`config.mk`:
```
export PLATFORM = sky130hd
export DESIGN_NAME = fsm_rtc_seq
export DESIGN_NICKNAME = d
export VERILOG_FILES = /design/src/rtl/fsm_rtc_seq.sv
export SDC_FILE = /design/constraint.sdc
export NUM_CORES = 1
export LEC_CHECK = 0
export ABC_CLOCK_PERIOD_IN_PS = 3600
export BUFFER_PORTS_ARGS = -buffer_cell sky130_fd_sc_hd__buf_2
export CORE_MARGIN = 2
export CORE_UTILIZATION = 60
export DETAILED_ROUTE_END_ITERATION = 12
export PLACE_DENSITY = 0.83
export SLEW_MARGIN = 15
export SYNTH_ARGS = -nofsm -noshare
export SYNTH_HDL_FRONTEND = slang
export SYNTH_SLANG_ARGS = --single-unit
export TNS_END_PERCENT = 1
```
`constraint.sdc`:
```
create_clock -name clk -period 3.6 [get_ports clk]
set_input_delay 0.72 -clock clk [delete_from_list [all_inputs] [get_ports clk]]
set_output_delay 0.72 -clock clk [all_outputs]
set_load 0.01 [all_outputs]
```
`src/rtl/fsm_rtc_seq.sv`:
```
// RTC bus sequencer: walks N_REG registers through ADDR/GAP1/DATA/GAP2 phases.
// Optional write support is compiled in with RTC_SEQ_WRITE_EN; otherwise only reads are built.
module fsm_rtc_seq #(
    parameter int N_REG  = 10,
    parameter int IDX_W  = 4,
    parameter int T_ADDR = 8,
    parameter int T_GAP  = 4,
    parameter int T_DATA = 8
) (
    input  logic             clk,
    input  logic             reset,
    input  logic             start,
    input  logic             w_r,
    input  logic             abort,
    output logic             a_d,
    output logic             cs,
    output logic             rd,
    output logic             wr,
    output logic [IDX_W-1:0] sel_idx,
    output logic             dir_en,
    output logic             dat_en,
    output logic             reg_to_rtc,
    output logic             rtc_to_reg,
    output logic             dat_cap,
    output logic             busy,
    output logic             done
);

    typedef enum logic [2:0] {
        IDLE, ADDR, GAP1, DATA, GAP2, DONE
    } state_t;

    typedef struct packed {
        logic a_d;
        logic cs;
        logic rd;
        logic wr;
        logic dir_en;
        logic dat_en;
        logic reg_to_rtc;
        logic rtc_to_reg;
    } bus_t;

    localparam bus_t       BUS_IDLE  = '{a_d: 1'b1, cs: 1'b1, rd: 1'b1, wr: 1'b1, default: 1'b0};
    // Counter counts down to zero, so each phase loads its length minus one.
    localparam logic [7:0] ADDR_LOAD = 8'(T_ADDR - 1);
    localparam logic [7:0] GAP_LOAD  = 8'(T_GAP - 1);
    localparam logic [7:0] DATA_LOAD = 8'(T_DATA - 1);
    localparam logic [IDX_W-1:0] LAST_IDX = IDX_W'(N_REG - 1);

    state_t           state, state_n;
    logic [7:0]       cnt, cnt_n;
    logic [IDX_W-1:0] idx_n;
    logic             mode, mode_n;
    logic             write_req;
    bus_t             bus, bus_n;

`ifdef RTC_SEQ_WRITE_EN
    assign write_req = w_r;
`else
    // Mode is pinned to read; w_r is intentionally left unconnected.
    logic unused_w_r;
    assign unused_w_r = w_r;
    assign write_req  = 1'b0;
`endif

    // NOTE: every always_comb output gets a default first so no path infers a latch.
    always_comb begin
        state_n = state;
        cnt_n   = cnt;
        idx_n   = sel_idx;
        mode_n  = mode;
        if (state != IDLE && abort) begin
            state_n = IDLE;
            cnt_n   = 8'd0;
        end else begin
            case (state)
                IDLE: if (start && !abort) begin
                    state_n = ADDR;
                    cnt_n   = ADDR_LOAD;
                    idx_n   = '0;
                    mode_n  = write_req;
                end
                ADDR: if (cnt == 8'd0) begin
                    state_n = GAP1;
                    cnt_n   = GAP_LOAD;
                end else cnt_n = cnt - 8'd1;
                GAP1: if (cnt == 8'd0) begin
                    state_n = DATA;
                    cnt_n   = DATA_LOAD;
                end else cnt_n = cnt - 8'd1;
                DATA: if (cnt == 8'd0) begin
                    state_n = GAP2;
                    cnt_n   = GAP_LOAD;
                end else cnt_n = cnt - 8'd1;
                GAP2: if (cnt == 8'd0) begin
                    if (sel_idx == LAST_IDX) begin
                        state_n = DONE;
                        cnt_n   = 8'd0;
                    end else begin
                        state_n = ADDR;
                        cnt_n   = ADDR_LOAD;
                        idx_n   = sel_idx + 1'b1;
                    end
                end else cnt_n = cnt - 8'd1;
                default: begin
                    state_n = IDLE;
                    cnt_n   = 8'd0;
                end
            endcase
        end
    end

    always_comb begin
        bus_n = BUS_IDLE;
        case (state_n)
            ADDR: begin
                bus_n.cs         = 1'b0;
                bus_n.a_d        = 1'b0;
                bus_n.wr         = 1'b0;
                bus_n.dir_en     = 1'b1;
                bus_n.reg_to_rtc = 1'b1;
            end
            DATA: begin
                bus_n.cs     = 1'b0;
                bus_n.dat_en = 1'b1;
`ifdef RTC_SEQ_WRITE_EN
                if (mode_n) begin
                    bus_n.wr         = 1'b0;
                    bus_n.reg_to_rtc = 1'b1;
                end else begin
                    bus_n.rd         = 1'b0;
                    bus_n.rtc_to_reg = 1'b1;
                end
`else
                bus_n.rd         = 1'b0;
                bus_n.rtc_to_reg = 1'b1;
`endif
            end
            default: bus_n = BUS_IDLE;
        endcase
    end

    // Outputs are registered from the next-state decode, so nothing reaches a pin
    // combinationally from start, abort or w_r.
    // NOTE: sequential state uses non-blocking assignments only.
    always_ff @(posedge clk or negedge reset) begin
        if (!reset) begin
            state   <= IDLE;
            cnt     <= 8'd0;
            sel_idx <= '0;
            mode    <= 1'b0;
            bus     <= BUS_IDLE;
            dat_cap <= 1'b0;
            busy    <= 1'b0;
            done    <= 1'b0;
        end else begin
            state   <= state_n;
            cnt     <= cnt_n;
            sel_idx <= idx_n;
            mode    <= mode_n;
            bus     <= bus_n;
            dat_cap <= (state_n == DATA) && (cnt_n == 8'd0) && !mode_n;
            busy    <= (state_n != IDLE) && (state_n != DONE);
            done    <= (state_n == DONE);
        end
    end

    assign a_d        = bus.a_d;
    assign cs         = bus.cs;
    assign rd         = bus.rd;
    assign wr         = bus.wr;
    assign dir_en     = bus.dir_en;
    assign dat_en     = bus.dat_en;
    assign reg_to_rtc = bus.reg_to_rtc;
    assign rtc_to_reg = bus.rtc_to_reg;

endmodule

```
## Word-level counts from Yosys, hierarchy flattened

Index checks and enable logic that the tools add are counted.

| word-level totals | value |
|---|---|
| register bits after elaboration | 26 |
| input bits | 5 |
| output and inout bits | 15 |
| logic and storage cells | 73 |

| cells by class | value |
|---|---|
| $add $sub $neg | 2 |
| equal/unequal tests | 12 |
| multiplexer cells | 28 |
| bitwise logic cells | 1 |
| reduce and logical (&&, ||, !) cells | 16 |

Operator list:

| kind | count |
|---|---|
| 8-bit 2-to-1 mux | 5 |
| 8-bit one-hot mux with 4 select lines | 1 |
| 3-bit 2-to-1 mux | 8 |
| 8-bit logical NOT | 2 |
| 3-bit one-hot mux with 5 select lines | 1 |
| 4-bit 2-to-1 mux | 3 |
| 3-bit by 2-bit == test with 1-bit output (second input constant) | 3 |
| 1-bit 2-to-1 mux | 8 |
| 4-bit one-hot mux with 2 select lines | 1 |
| 8-bit by 1-bit subtractor with 8-bit output (second input constant) | 1 |
| 3-bit by 1-bit == test with 1-bit output (second input constant) | 2 |
| 3-bit == test (second input constant) | 2 |
| 2-bit inequality test (second input constant) | 3 |
| 3-bit nonzero test | 2 |
| 1-bit logical AND | 5 |
| 5-bit AND reduction | 1 |
| 4-bit by 1-bit adder with 4-bit output (second input constant) | 1 |
| 4-bit == test (second input constant) | 1 |
| 2-bit OR reduction | 2 |
| 3-bit logical NOT | 1 |
| 3-bit inequality test (second input constant) | 1 |
| 1-bit logical NOT | 2 |
| 2-bit 2-to-1 mux | 1 |
| 2-bit nonzero test | 1 |
| 1-bit inverter | 1 |

## Longest topological paths before layout

| logic depth | value |
|---|---|
| depth after elaboration | 8 |
| depth in mapped cells | 9 |
| depth with buffers taken out | 8 |

## Worst setup path before layout

Ideal clock, no wire load.

| timing | value |
|---|---|
| path kind | register to register |
| start point | register cnt[0] |
| end point | register dat_cap |
| setup time | 95 ps |
| data arrival time | 2115 ps |
| data required time | 3505 ps |
| setup slack | 1390 ps |
| stages on the path, launching flop included | 9 |
| path buffers | 0 |
| clock period less this slack | 2210 ps |
| cell sequence | dfrtp_1 inv_1 ha_1 nor3b_4 a311o_1 a221o_1 nand3_1 or4b_1 nor4b_2 |

| on the way | value |
|---|---|
| word-level cells in the longest chain between the ends | 7 |
| elaborated cells between the ends (all ways) | 18 |
| those cells by class | 1 x add/sub; 1 x eq/ne; 12 x mux; 4 x reduce/logical |

Ends and longest elaborated chain:

| item | RTL line | RTL |
|---|---|---|
| from (decl) | 52 | `logic [7:0] cnt, cnt_n;` |
| from (signal assigned) | 159 | `cnt <= cnt_n;` |
| 8-bit by 1-bit subtractor with 8-bit output / 8-bit logical NOT (equally long branches) | n/a |  |
| 8-bit 2-to-1 mux (tied with other cells) | 96 | `GAP2: if (cnt == 8'd0) begin` |
| 8-bit one-hot mux with 4 select lines / 3-bit one-hot mux with 5 select lines (equally long branches) | 77 | `case (state)` |
| 8-bit 2-to-1 mux / 3-bit 2-to-1 mux (equally long branches) | 73 | `if (state != IDLE && abort) begin` |
| 8-bit logical NOT / 3-bit by 2-bit == test with 1-bit output (equally long branches) | 163 | `dat_cap <= (state_n == DATA) && (cnt_n == 8'd0) && !mode_n;` |
| 1-bit logical AND * (2 in series) | 163 |  |
| to (signal assigned) | 163 |  |
| to (decl) | 24 | `output logic dat_cap,` |

Mark *: on every way between the ends. The rest lies on a longest branch, timed or not.
A chain may end at the register's enable or synchronous reset.

## Worst setup path in the final report

| timing | value |
|---|---|
| start point | register state[2] |
| end point | register dat_cap |

| on the way | value |
|---|---|
| word-level cells in the longest chain between the ends | 7 |
| elaborated cells between the ends (all ways) | 24 |
| those cells by class | 5 x eq/ne; 11 x mux; 8 x reduce/logical |

Ends and longest elaborated chain:

| item | RTL line | RTL |
|---|---|---|
| from (decl) | 51 | `state_t state, state_n;` |
| from (signal assigned) | 158 | `state <= state_n;` |
| 3-bit by 2-bit == test with 1-bit output / 3-bit by 1-bit == test with 1-bit output (equally long branches) | 77 |  |
| 2-bit OR reduction (no line) | n/a |  |
| 8-bit one-hot mux with 4 select lines | 77 |  |
| 8-bit 2-to-1 mux | 73 |  |
| 8-bit logical NOT | 163 |  |
| 1-bit logical AND | 163 |  |
| 1-bit logical AND * | 163 |  |

Marks and branches as above.

==> flow_summary.ini <==
[outcome]
status = complete, no violations

[placement]
dp_hpwl_mm = 2.05
dpl-instance-area_um2 = 1500
gp_congestion = 0.878
portBuffers = 18

[sta]
hold_viol = 0
fmax_mhz = 390
timing.final.max_slew_violations = 0
fin_tns_setup_ns = 0
period_minus_slack_ns = 2.56
slew_headroom_pct = 49.3
min_period_over_period_pct = 71.2
setup_viol = 0
fin_skew_ns = 0.00173
rsz0062_at_grt = no
tightestPinTransition_ns = 0.755

[setup_path]
r2r_slack_ns = 1.04
critPathCaptureType = register
critPathLaunchType = register
cp_top_family = simple AND/OR/NAND/NOR gates
crit_chain = nor3_1 -> a211oi_1 -> o211ai_1 -> nand3_1 -> or4b_1 -> nor4b_2
cp_max_fo = 21
cp.arrival_ns = 2.80
cp_slowest_cell = nor3_1
worstSetupPathType = reg2reg
cp.required_ns = 3.84
cp_slowest_stage_delay_ns = 0.68
worst-path-buf-inv = 0

[yosys]
synth_nets = 159
ys.warnings.count = 0
ys_async_sr_fraction_pct = 100
ys_seq_area_share_pct = 42.1
synth-main-ff-cell = dfrtp_1
syn_inst = 151
synthesis.area_um2 = 1440
ys_seq_elements = 24
synth_cell_types = 50
synth-edff-count = 0
synth.avg_cell_area_um2 = 9.51

[grt]
grt_first_pass_wirelength_mm = 4.88
grt_overflow = 0
grt_pass1_vias = 1082
track_usage_pct = 23.6
antenna_found_initial = 0
grt_max_degree = 25

[pwr]
power.density_nw_per_um2 = 523
p_total_uw = 804
leakagePower_uw = 0.000688
vdd_drop_max_mv = 0.339

[floorplan]
core.rowCount = 17
die-width_um = 52.9
ios = 20
fp.coreArea_um2 = 2230
die_h_um = 52.9
start_util_pct = 64.3
die_area_um2 = 2800

[drt]
top_layer_used = met4
drt_iter0_markers = 36
wirelength_mm = 2.73
wl_met2_mm = 1.30
routedWlPerCell_um = 14.3
met1Wirelength_mm = 1.21
viasPerCell = 6.19
ant_nets = 0
vias = 1182
firstDrtPassIters = 4
drc = 0
route.met3.wl_um = 148

[cts]
cts-htree-levels = 1
hold_buffers = 0
clock_latency_ns = 0.31
cts-root-buf = clkbuf_4
clock_sinks = 24
ctsResizeCount = 0
clkTransAtPathRegs_ns = 0.13
cts_setup_buffers = 0
cts.path.max_buffers = 2
cts_tree = yes
cts_inserted_buffers = 3

[cells_and_area]
num_antenna_cells = 0
final_common_cell = dfrtp_1
largestRegisters = cnt: 8 flops, sel_idx: 4 flops, state: 3 flops
final_cell_mix = dfrtp_1, buf_2, nand2_1, nor2_1, nor3_1
area_delta_synth_final_pct = 6.97
top_register = cnt
final_area_um2 = 1540
drive_above_1_share_pct = 23.3
largest_reg_flops = 8
finalNetCount = 172

[min_path]
hold_class = in2async

[flow_run]
cap_violations = 0
[power breakdown]
| group | switching, uW | internal (uW) | leakage [uW] |
|---|---|---|---|
| sequential | 52.3 | 309 | 0.000314 |
| clock | 79.9 | 61.9 | 0.0000210 |
| combinational | 174 | 127 | 0.000354 |
[area by class of cell]
type                    count  area (um2)
clock buffers               4        36.3
fillers                   167         697
multi-input cells         110         744
repair buffers             18        90.1
flip-flops and latches     24         604
well taps                  28        35.0
inverters                   7        26.3
[cells by family after synthesis]
group / after synthesis / synth area share, %
and+or+nand+nor: 65 / 27.5
buffers and inverters: 17 / 6.10
muxes: 1 / 0.784
DFF: 24 / 42.1
AOI/OAI and AO/OA: 35 / 17.2
adders and majority gates: 3 / 2.61
xor gates and xnor gates: 6 / 3.66
[path summary, 6_finish.rpt]
check | end | from | cells past startpoint
worst min register to register | mode | mode | 1
max in group asynchronous | rd | reset | 1
worst min-delay path | dir_en | reset | 1
worst max-delay path | dat_cap | state[2] | 6
worst max register to register | dat_cap | state[2] | 6
min in group clk | mode | mode | 1
[layer usage]
| metal | vias to the layer above | global-route usage (%) |
|---|---|---|
| met1 | 564 | 32.5 |
| met3 | 6 | 3.67 |
| met2 | 47 | 36.7 |
| met5 | - | 0 |
| met4 | 0 | 10.3 |
| li1 | 565 | - |
[synthesized netlist by cell type, drive strengths merged, types with 3 or more instances]
cell type / n / area (um2)
a21oi: 5 / 28.8
nand2: 15 / 58.8
nor3: 9 / 45.0
xor2: 3 / 26.3
o21ai: 8 / 40.0
inv: 7 / 26.3
nand3b: 3 / 22.5
nor4: 4 / 52.6
ha: 3 / 37.5
nor2: 13 / 53.8
a21o: 3 / 23.8
dfstp: 3 / 78.8
xnor2: 3 / 26.3
nand2b: 4 / 25.0
a211oi: 4 / 30.0
buf: 9 / 57.6
a31oi: 3 / 18.8
dfrtp: 21 / 526
[stage by stage]
| stage | util (%) | instances | hold slack (ns) | setup WS (ns) |
|---|---|---|---|---|
| global placement | 67.2 | 187 | 0.471 | 1.06 |
| finish | 68.8 | 191 | 0.363 | 1.04 |
| CTS | 68.8 | 191 | 0.366 | 1.05 |
| detailed placement | 67.2 | 187 | 0.467 | 1.08 |
| global route | 68.8 | 191 | 0.395 | 0.796 |
| floorplan | - | 151 | 0.424 | 1.39 |
Note: power is estimated with default switching activity, not from simulation.
